<file path="config.mk">
export PLATFORM = sky130hd
export DESIGN_NAME = gbp_sequencer_flat
export DESIGN_NICKNAME = d
export VERILOG_FILES = /design/src/rtl/gbp_seq_pkg.sv /design/src/rtl/gbp_seq_if.sv /design/src/rtl/gbp_seq_fifo.sv /design/src/rtl/gbp_sequencer.sv /design/src/flat_wrapper.sv
export SDC_FILE = /design/constraint.sdc
export NUM_CORES = 1
export LEC_CHECK = 0
export BUFFER_PORTS_ARGS = -buffer_cell sky130_fd_sc_hd__buf_4
export CORE_ASPECT_RATIO = 0.6
export CORE_MARGIN = 4
export CORE_UTILIZATION = 63
export CTS_CLUSTER_DIAMETER = 200
export DETAILED_ROUTE_END_ITERATION = 10
export GPL_ROUTABILITY_DRIVEN = 0
export PLACE_DENSITY = 0.87
export SYNTH_ARGS = -nofsm -noshare
export SYNTH_HDL_FRONTEND = slang
export SYNTH_HIERARCHICAL = 1
export SYNTH_SLANG_ARGS = --single-unit
</file>
<file path="constraint.sdc">
create_clock -name clock -period 4.35 [get_ports clock]
set_input_delay 0.6525 -clock clock [delete_from_list [all_inputs] [get_ports clock]]
set_output_delay 0.6525 -clock clock [all_outputs]
set_load 0.02 [all_outputs]
</file>
<file path="src/rtl/gbp_seq_pkg.sv">
// Shared types and widths for the Game Boy instruction sequencer.
package gbp_seq_pkg;

   localparam int OPCODE_W = 8;
   localparam int COUNT_W  = 16;

   typedef logic [OPCODE_W-1:0] opcode_t;

   typedef enum logic [1:0] {
      IDLE  = 2'd0,
      ISSUE = 2'd1,
      GAP   = 2'd2
   } seq_state_t;

endpackage

</file>
<file path="src/rtl/gbp_seq_if.sv">
// Opcode push handshake (host -> sequencer) and issue outputs (sequencer -> processor).
interface gbp_seq_if;
   import gbp_seq_pkg::*;

   opcode_t in_opcode;
   logic    in_valid;
   logic    in_ready;
   opcode_t opcode;
   logic    valid;

   modport master (output in_opcode, output in_valid, input in_ready,
                   input opcode, input valid);
   modport slave  (input in_opcode, input in_valid, output in_ready,
                   output opcode, output valid);
endinterface

</file>
<file path="src/rtl/gbp_seq_fifo.sv">
// Synchronous FIFO with wrap-bit pointers, head read and synchronous flush.
module gbp_seq_fifo
   import gbp_seq_pkg::*;
#(
   parameter int DEPTH = 8
) (
   input  logic    clock,
   input  logic    reset,
   input  logic    push,
   input  logic    pop,
   input  logic    flush,
   input  opcode_t wdata,
   output opcode_t rdata,
   output logic    full,
   output logic    empty
);

   localparam int AW = $clog2(DEPTH);

   opcode_t       mem_r [DEPTH];
   logic [AW:0]   wr_ptr_r;
   logic [AW:0]   rd_ptr_r;
   logic          do_push_s;
   logic          do_pop_s;

   assign full      = (wr_ptr_r[AW] != rd_ptr_r[AW]) && (wr_ptr_r[AW-1:0] == rd_ptr_r[AW-1:0]);
   assign empty     = (wr_ptr_r == rd_ptr_r);
   assign do_push_s = push & ~full & ~flush;
   assign do_pop_s  = pop & ~empty & ~flush;
   assign rdata     = mem_r[rd_ptr_r[AW-1:0]];

   // Pointer update; flush takes priority over any push or pop in the same cycle.
   always_ff @(posedge clock or posedge reset) begin
      if (reset) begin
         wr_ptr_r <= '0;
         rd_ptr_r <= '0;
      end else if (flush) begin
         wr_ptr_r <= '0;
         rd_ptr_r <= '0;
      end else begin
         if (do_push_s) wr_ptr_r <= wr_ptr_r + (AW+1)'(1);
         if (do_pop_s)  rd_ptr_r <= rd_ptr_r + (AW+1)'(1);
      end
   end

   // Storage array; contents need no reset since the pointers gate visibility.
   always_ff @(posedge clock) begin
      if (do_push_s) mem_r[wr_ptr_r[AW-1:0]] <= wdata;
   end

endmodule

</file>
<file path="src/rtl/gbp_sequencer.sv">
// Opcode sequencer: FIFO-buffered opcodes issued as single-cycle pulses with a programmable gap.
// Optional flush input enabled by defining GBP_SEQ_FLUSH_EN.
module gbp_sequencer
   import gbp_seq_pkg::*;
#(
   parameter int DEPTH = 8,
   parameter int GAP_W = 4
) (
   input  logic               clock,
   input  logic               reset,
   gbp_seq_if.slave           bus,
   input  logic [GAP_W-1:0]   gap,
   input  logic               start,
   input  logic               halt,
`ifdef GBP_SEQ_FLUSH_EN
   input  logic               flush,
`endif
   output logic               busy,
   output logic [COUNT_W-1:0] count
);

   seq_state_t         state_r;
   seq_state_t         next_state_s;
   opcode_t            opcode_r;
   opcode_t            head_s;
   logic               valid_r;
   logic               busy_r;
   logic               run_r;
   logic [GAP_W-1:0]   gap_cnt_r;
   logic [COUNT_W-1:0] count_r;
   logic               full_s;
   logic               empty_s;
   logic               push_s;
   logic               pop_s;
   logic               flush_s;
   logic               go_s;
   logic               can_issue_s;

`ifdef GBP_SEQ_FLUSH_EN
   assign flush_s = flush;
`else
   assign flush_s = 1'b0;
`endif

   assign bus.in_ready = ~full_s & ~flush_s;
   assign push_s       = bus.in_valid & bus.in_ready;
   assign go_s         = (run_r | start) & ~halt;
   assign can_issue_s  = go_s & ~empty_s & ~flush_s;

   gbp_seq_fifo #(.DEPTH(DEPTH)) u_fifo (
      .clock (clock),
      .reset (reset),
      .push  (push_s),
      .pop   (pop_s),
      .flush (flush_s),
      .wdata (bus.in_opcode),
      .rdata (head_s),
      .full  (full_s),
      .empty (empty_s)
   );

   // Next-state decision; every transition into ISSUE pops the FIFO head.
   always_comb begin
      next_state_s = IDLE;
      pop_s        = 1'b0;
      case (state_r)
         IDLE: begin
            if (can_issue_s) begin
               next_state_s = ISSUE;
               pop_s        = 1'b1;
            end else begin
               next_state_s = IDLE;
            end
         end
         ISSUE: begin
            if (halt || flush_s) begin
               next_state_s = IDLE;
            end else if ((gap == {GAP_W{1'b0}}) && can_issue_s) begin
               next_state_s = ISSUE;
               pop_s        = 1'b1;
            end else if (gap != {GAP_W{1'b0}}) begin
               next_state_s = GAP;
            end else begin
               next_state_s = IDLE;
            end
         end
         GAP: begin
            if (halt || flush_s) begin
               next_state_s = IDLE;
            end else if (gap_cnt_r == GAP_W'(1)) begin
               if (can_issue_s) begin
                  next_state_s = ISSUE;
                  pop_s        = 1'b1;
               end else begin
                  next_state_s = IDLE;
               end
            end else begin
               next_state_s = GAP;
            end
         end
         default: begin
            next_state_s = IDLE;
            pop_s        = 1'b0;
         end
      endcase
   end

   // State, registered outputs, gap counter, issue count and run flag.
   always_ff @(posedge clock or posedge reset) begin
      if (reset) begin
         state_r   <= IDLE;
         opcode_r  <= '0;
         valid_r   <= 1'b0;
         busy_r    <= 1'b0;
         run_r     <= 1'b0;
         gap_cnt_r <= '0;
         count_r   <= '0;
      end else begin
         state_r <= next_state_s;
         valid_r <= (next_state_s == ISSUE);
         busy_r  <= (next_state_s != IDLE);
         if (pop_s) opcode_r <= head_s;
         if (state_r == ISSUE) count_r <= count_r + COUNT_W'(1);
         if ((state_r == ISSUE) && (next_state_s == GAP)) begin
            gap_cnt_r <= gap;
         end else if (state_r == GAP) begin
            gap_cnt_r <= gap_cnt_r - GAP_W'(1);
         end
         // halt wins over start
         if (halt) begin
            run_r <= 1'b0;
         end else if (start) begin
            run_r <= 1'b1;
         end
      end
   end

   assign bus.opcode = opcode_r;
   assign bus.valid  = valid_r;
   assign busy       = busy_r;
   assign count      = count_r;

endmodule

</file>
<file path="src/flat_wrapper.sv">
// flat-port wrapper written by rule: the top's interface ports become plain ports
module gbp_sequencer_flat import gbp_seq_pkg::*;
#(
   parameter int DEPTH = 8,
   parameter int GAP_W = 4
)
  (clock, reset, gap, start, halt, busy, count, bus_in_opcode, bus_in_valid, bus_in_ready, bus_opcode, bus_valid);
  gbp_seq_if bus_i ();
  input  logic clock;
  input  logic reset;
  input  logic [GAP_W-1:0] gap;
  input  logic start;
  input  logic halt;
  output logic busy;
  output logic [COUNT_W-1:0] count;
  input wire logic [$bits(bus_i.in_opcode)-1:0] bus_in_opcode;
  input wire logic [$bits(bus_i.in_valid)-1:0] bus_in_valid;
  output wire logic [$bits(bus_i.in_ready)-1:0] bus_in_ready;
  output wire logic [$bits(bus_i.opcode)-1:0] bus_opcode;
  output wire logic [$bits(bus_i.valid)-1:0] bus_valid;
  assign bus_i.in_opcode = bus_in_opcode;
  assign bus_i.in_valid = bus_in_valid;
  assign bus_in_ready = bus_i.in_ready;
  assign bus_opcode = bus_i.opcode;
  assign bus_valid = bus_i.valid;
  gbp_sequencer #(.DEPTH(DEPTH), .GAP_W(GAP_W)) u_core (.clock(clock), .reset(reset), .bus(bus_i), .gap(gap), .start(start), .halt(halt), .busy(busy), .count(count));
endmodule
</file>
==> results.sh, run 1 <==
export IMPL_synth_ff_type="edfxtp_1"
export IMPL_cts_buffers=9
export IMPL_slew_headroom_pct=39.9
export IMPL_worstSetupStartpointType="register"
export IMPL_synth_edf_count=64
export IMPL_vias=2692
export IMPL_drt_met1_wl_mm=4.02
export IMPL_yosysTopAreaCell="edfxtp_1"
export IMPL_synthArstFlopShare_pct=39.0
export IMPL_routed_via_density=6.01
export IMPL_detail_route_antenna_nets=0
export IMPL_h_tree_depth=3
export IMPL_synth_area_leaders="edfxtp_1 41%, dfrtp_1 22%, mux4_2 7.8%, xnor2_1 2.6%, mux2_4 2.6%"
export IMPL_worstPathRequired_ns=4.33
export IMPL_cp_end_kind="register"
export IMPL_most_common_layout_cells="64 x edfxtp_1, 51 x buf_4, 41 x dfrtp_1, 16 x mux4_2"
export IMPL_antennaDiodeCount=0
export IMPL_arrival_ns=3.07
export IMPL_pwr_density_cell_mw_per_mm2=448
export IMPL_final_core_util_pct=77.7
export IMPL_antenna_found_initial=0
export IMPL_ctsRootBufferMaster="clkbuf_16"
export IMPL_areaGrowthSynthToFinish_pct=15.4
export IMPL_rsz0062_at_grt="false"
export IMPL_period_share_pct=71.0
export IMPL_finalPower_w=0.00240
export IMPL_syn_area_mm2=0.00465
export IMPL_vdd_drop_max_v=0.000307
export IMPL_ys_ff_latch=105
export IMPL_yosysTopAreaCellShare_pct=41.3
export IMPL_ctsHoldBuffers=0
export IMPL_syn_area_per_cell_um2=15.7
export IMPL_coreArea_mm2=0.00691
export IMPL_max_stage_delay_ns=0.64
export IMPL_start_util_pct=67.3
export IMPL_cts_setup_buffers=0
export IMPL_hold_ws_ns=0.256
export IMPL_insertion_delay_ns=0.35
export IMPL_ios=44
export IMPL_syn_inst=297
export IMPL_rows=23
export IMPL_fin_crit_ns=3.09
export IMPL_slew_violations=0
export IMPL_die_area_mm2=0.00886
export IMPL_die_w_um=119
export IMPL_status="complete, no violations"
export IMPL_cts_sinks=105
export IMPL_crit_slowest_cell="nor2_1"
export IMPL_dr_pass1_iters=4
export IMPL_worst_clock_skew_ns=0.00925
export IMPL_wl_per_cell_um=20.4
export IMPL_drv_cap=0
export IMPL_wl_met2_mm=4.22
export IMPL_worstMarginPinSlew_ns=0.898
export IMPL_synth_cell_types=50
export IMPL_dp_worst_setup_slack_ns=1.28
export IMPL_grt_overflow=0
export IMPL_r2r_slack_ns=1.26
export IMPL_multi_input_area_mm2=0.00160
export IMPL_regArea_mm2=0.00295
export IMPL_portBuffers=43
export IMPL_leakagePower_nw=2.14
export IMPL_worstSetupPathType="reg2reg"
export IMPL_ctsResizeCount=0
export IMPL_nFillCells=390
export IMPL_hold_violations=0
export IMPL_clockBufferDepth=2
export IMPL_fin_tns_setup_ns=0
export IMPL_path_clk_slew_ns=0.07
export IMPL_worstReg2RegStart="u_core/u_fifo/rd_ptr_r[0]$_DFFE_PP0P_"
export IMPL_rr_endpoint="u_core/u_fifo/mem_r[1][0]$_DFFE_PP_"
export IMPL_grt_usage_pct=22.8
export IMPL_cts_tree="done"
export IMPL_grt_max_degree=27
export IMPL_layout_commonest_cell="edfxtp_1"
export IMPL_drive_gt1_share_pct=31.0
export IMPL_die_height_um=74.5
export IMPL_cp_max_fo=22
export IMPL_nets=378
export IMPL_setup_viol=0
export IMPL_crit_chain="buf_4, xor2_1, nor4_2, nor2b_1, inv_1, or3_1, nor2_1"
export IMPL_place_hpwl_mm=6.35
export IMPL_synth_seq_area_share_pct=63.4
export IMPL_dr_max_layer_used="met4"
export IMPL_grt_pass1_wl_mm=14.6
export IMPL_grt_pass1_vias=2656
export IMPL_hp_class="in2async"
export IMPL_max_freq_mhz=324
export IMPL_totalWireLength_mm=9.13
export IMPL_wl_met3_um=767
export IMPL_yosysWarnings=6
export IMPL_fin_ws_ns=1.26
export IMPL_remaining_drc_errors=0
export IMPL_drt_iter0_drc=178
export IMPL_reg2reg_depth=7
metal layers:
layer	track usage [%]	vias to the layer above
met1	32.1	1350
li1	-	1221
met4	7.06	0
met3	7.45	11
met2	34.9	110
met5	0	-
cells by family after synthesis:
family	Yosys count	synth area share, %
and+or+nand+nor	82	9.90
AOI/OAI and AO/OA	17	3.07
adders and majority gates	5	1.35
buffers and inverters	22	2.74
muxes	40	14.1
other	1	0.0807
DFF	105	63.4
xor gates and xnor gates	25	5.36
worst max path at each step:
stage,depth (start not counted),from,slack [ns],end
4_1_cts,7,u_core/u_fifo/rd_ptr_r[0]$_DFFE_PP0P_,1.21,u_core/u_fifo/mem_r[1][0]$_DFFE_PP_
2_1_floorplan,6,u_core/u_fifo/wr_ptr_r[0]$_DFFE_PP0P_,1.82,u_core/u_fifo/mem_r[0][0]$_DFFE_PP_
6_report,7,u_core/u_fifo/rd_ptr_r[0]$_DFFE_PP0P_,1.26,u_core/u_fifo/mem_r[1][0]$_DFFE_PP_
5_1_grt,7,u_core/u_fifo/rd_ptr_r[0]$_DFFE_PP0P_,0.99,u_core/u_fifo/mem_r[1][3]$_DFFE_PP_
3_5_place_dp,7,u_core/u_fifo/rd_ptr_r[0]$_DFFE_PP0P_,1.28,u_core/u_fifo/mem_r[1][4]$_DFFE_PP_
3_3_place_gp,7,u_core/u_fifo/rd_ptr_r[0]$_DFFE_PP0P_,1.53,u_core/u_fifo/mem_r[1][5]$_DFFE_PP_
sequential cells by signal, indices dropped and copies added, names as in the netlist:
name and flops:
u_core/busy 1, u_core/bus.valid 1, u_core/u_fifo/mem_r 64, u_core/gap_cnt_r 4, u_core/u_fifo/rd_ptr_r 4, u_core/count 16, u_core/run_r 1, u_core/state_r 2
u_core/bus.opcode 8, u_core/u_fifo/wr_ptr_r 4
Yosys cell counts, drive strengths merged (3+ instances only):
library cell,number
nand3,5
nor3,7
nor2b,9
xnor2,16
a21oi,4
edfxtp,64
mux2i,4
nand2b,7
nor4,5
ha,5
nor2,14
nand4,7
mux2,20
buf,9
inv,11
dfrtp,41
mux4,16
and3,3
nand2,13
or3,3
xor2,9
a41oi,3
worst max-delay path, delay by kind of cell (launching register included):
family / cells / cell delay [ns]
XOR/XNOR: 1 / 0.40
buffers and inverters: 2 / 0.48
flip-flops: 1 / 0.33
AND/OR/NAND/NOR: 4 / 1.48
metrics by stage:
| step | area (um^2) | std cells |
|---|---|---|
| floorplan | 4680 | 305 |
| detailed placement | 5080 | 432 |
| global placement | 5080 | 432 |
| CTS | 5370 | 448 |
| finish | 5370 | 448 |
| global route | 5370 | 448 |
power breakdown:
part	internal [W]	switching, W	leakage (nW)
registers	0.00115	0.0000783	1.11
logic	0.000212	0.000212	0.893
clock network	0.000393	0.000358	0.128
layout make-up:
type                    count  area share (%)
repair buffers             51            7.14
flip-flops and latches    105            54.9
well taps                  87            2.03
clock inverters             7            1.03
inverters                  11           0.770
clock buffers               9            4.20
multi-input cells         178            29.9
Power figures use the tool's default switching activity.
==> run 2: changes to the inputs <==
- ABC_AREA: not set -> 1
- CORE_UTILIZATION: 63 -> 53
- PLACE_DENSITY: 0.87 -> 0.78
- clock period: 4.35 -> 2.7 ns (I/O delays scaled with it)
==> run 2 against run 1 <==
Count of clock-buffer cells in the layout unchanged. Clock skew about the same. Die area up 20%. Global-route usage shrank 0.84 points. Register-to-register slack worse by 0.90 ns. Non-clock buffer count shrank 2. Via count rose by 31%. Hold slack gained 0.046 ns. Wire length rose by 19%. Maximum frequency is 32% higher. Highest routed layer unchanged.
==> results.sh, run 2 <==
export IMPL_status="complete, no violations"
export IMPL_synthArstFlopShare_pct=39.0
export IMPL_worstSetupStartpointType="register"
export IMPL_cts_tree="done"
export IMPL_worstHoldStart="gap[0]"
export IMPL_rr_endpoint="u_core/u_fifo/rd_ptr_r[0]$_DFFE_PP0P_"
export IMPL_pwr_density_cell_mw_per_mm2=718
export IMPL_totalWireLength_mm=10.8
export IMPL_syn_inst=461
export IMPL_grt_usage_pct=22.0
export IMPL_routed_via_density=5.65
export IMPL_arrival_ns=2.58
export IMPL_areaGrowthSynthToFinish_pct=14.9
export IMPL_setup_worst_path_end="u_core/u_fifo/rd_ptr_r[0]$_DFFE_PP0P_"
export IMPL_hold_violations=0
export IMPL_yosysTopAreaCellShare_pct=40.2
export IMPL_die_area_mm2=0.0107
export IMPL_cp_max_fo=17
export IMPL_ios=44
export IMPL_die_w_um=131
export IMPL_grt_overflow=0
export IMPL_place_hpwl_mm=8.00
export IMPL_grt_pass1_wl_mm=17.2
export IMPL_layout_commonest_cell="nand2_1"
export IMPL_grt_pass1_vias=3102
export IMPL_remaining_drc_errors=0
export IMPL_synthTopCellsByCount="92 x nand2_1, 64 x edfxtp_1, 48 x nor2_1"
export IMPL_yosysWarnings=6
export IMPL_wl_per_cell_um=17.4
export IMPL_cts_buffers=9
export IMPL_antenna_found_initial=0
export IMPL_fin_area_mm2=0.00549
export IMPL_dr_pass1_iters=6
export IMPL_fin_ws_ns=0.355
export IMPL_worst_clock_skew_ns=0.00893
export IMPL_coreArea_mm2=0.00865
export IMPL_fin_tns_setup_ns=0
export IMPL_synth_cell_types=35
export IMPL_fin_crit_ns=2.34
export IMPL_synth_nets=483
export IMPL_h_tree_depth=3
export IMPL_vias=3522
export IMPL_synth_most_common_cell="nand2_1"
export IMPL_drv_cap=0
export IMPL_rsz0062_at_grt="false"
export IMPL_antennaDiodeCount=0
export IMPL_syn_area_per_cell_um2=10.4
export IMPL_ys_ff_latch=105
export IMPL_rows=26
export IMPL_synth_seq_area_share_pct=61.7
export IMPL_ctsRootBufferMaster="clkbuf_16"
export IMPL_crit_start="u_core/u_fifo/rd_ptr_r[1]$_DFFE_PP0P_"
export IMPL_final_core_util_pct=63.5
export IMPL_nets=528
export IMPL_syn_area_mm2=0.00478
export IMPL_period_share_pct=86.8
export IMPL_clockBufferDepth=2
export IMPL_worstSetupPathType="reg2reg"
export IMPL_worstPathRequired_ns=2.94
export IMPL_place_area_mm2=0.00518
export IMPL_drive_gt1_share_pct=19.8
export IMPL_detail_route_antenna_nets=0
export IMPL_leakagePower_nw=2.37
export IMPL_synth_ff_type="edfxtp_1"
export IMPL_dp_worst_setup_slack_ns=0.291
export IMPL_slew_violations=0
export IMPL_max_freq_mhz=426
export IMPL_die_height_um=81.6
export IMPL_insertion_delay_ns=0.35
export IMPL_drt_iter0_drc=404
export IMPL_synth_area_leaders="edfxtp_1 40%, dfrtp_1 21%, nand2_1 7.2%, nor2_1 3.8%, o21ai_0 3.6%"
export IMPL_portBuffers=43
export IMPL_worstReg2RegStart="u_core/u_fifo/rd_ptr_r[1]$_DFFE_PP0P_"
export IMPL_most_common_layout_cells="92 x nand2_1, 64 x edfxtp_1, 48 x buf_4, 48 x nor2_1, 40 x dfrtp_1"
export IMPL_setup_viol=0
export IMPL_cts_sinks=105
export IMPL_path_clk_slew_ns=0.07
export IMPL_grt_max_degree=36
export IMPL_cp_end_kind="register"
export IMPL_start_util_pct=55.2
export IMPL_largest_register_ffs=64
export IMPL_vdd_drop_max_v=0.000335
export IMPL_hp_class="in2reg"
export IMPL_r2r_slack_ns=0.36
export IMPL_synth_edf_count=64
export IMPL_yosysTopAreaCell="edfxtp_1"
export IMPL_reg2reg_depth=13
## run 2: changes by cell type after synthesis, moves of 15 or more
cell     previous run  this run
o21ai_0             1        34
nand4_1             7        22
o22ai_1             1        16
nand2_1            13        92
nor2_1             14        48
inv_1              11        31
mux4_2             16         0
nand3_1             5        26
## run 2: repair_timing
action / CTS / global route
hold buffers: 1 / 0
hold endpoints to repair: 3 / 0
gates resized for setup: 0 / 1
setup endpoints to repair: 0 / 2
setup buffers: 0 / 0
## run 2: worst min-delay path by stage
stage	end	slack, ns	cells past startpoint
global route	u_core/gap_cnt_r[0]$_DFFE_PP0P_	0.31	3
finish	u_core/gap_cnt_r[0]$_DFFE_PP0P_	0.30	3
CTS	u_core/gap_cnt_r[0]$_DFFE_PP0P_	0.29	3
detailed placement	u_core/count[9]$_DFFE_PP0N_	0.31	2
global placement	u_core/count[9]$_DFFE_PP0N_	0.31	2
floorplan	u_core/u_fifo/rd_ptr_r[0]$_DFFE_PP0P_	0.22	1
## run 2: logic make-up after synthesis
kind of cell	share of synthesized area (%)
AND/OR/NAND/NOR	21.7
flip-flops	61.7
AO/OA/AOI/OAI	6.54
buffers and inverters	5.58
XOR/XNOR	3.12
adder cells (fa/ha/maj)	1.31
other	0.0785
## run 2: through the flow
step,std cells,total power [W],hold WS [ns]
after floorplan,461,0.00238,0.221
after global placement,606,0.00264,0.305
after detailed placement,606,0.00266,0.313
after CTS,623,0.00397,0.286
after global routing,623,0.00414,0.309
final,623,0.00394,0.302
## run 2: report_power, final
group / leakage, nW / total, W / switching [W] / internal (W)
Sequential: 1.12 / 0.00195 / 0.000112 / 0.00184
Clock: 0.146 / 0.00132 / 0.000588 / 0.000728
Combinational: 1.11 / 0.000675 / 0.000416 / 0.000259
Total: 2.37 / 0.00394 / 0.00112 / 0.00283
## run 2: layer usage
layer | up-vias | global-route usage [%] | routed length (um)
met4 | 0 | 5.44 | 130
met3 | 18 | 9.49 | 1360
li1 | 1655 | - | -
met2 | 203 | 27.9 | 4270
met1 | 1646 | 34.1 | 5060
met5 | - | 0 | 0
## run 2: final cells by class
type                       instances  area [um^2]
multi-input combinational        299         1570
sequential                       105         2950
timing repair buffer              49          370
fill                             670         3160
clock inverter                     7         78.8
clock buffer                       9          225
tap                              112          140
inverter                          42          163
## run 2: worst max-delay path: stages, from the launching register on
cell,delay (ns)
dfrtp_1,0.55
inv_6,0.19
nand2_4,0.05
nand2_2,0.07
a21oi_1,0.05
nand2_2,0.13
inv_1,0.05
o21bai_1,0.19
nor2_4,0.21
nand3_2,0.25
inv_1,0.26
nand2_4,0.09
nand3_1,0.08
nand2_1,0.06
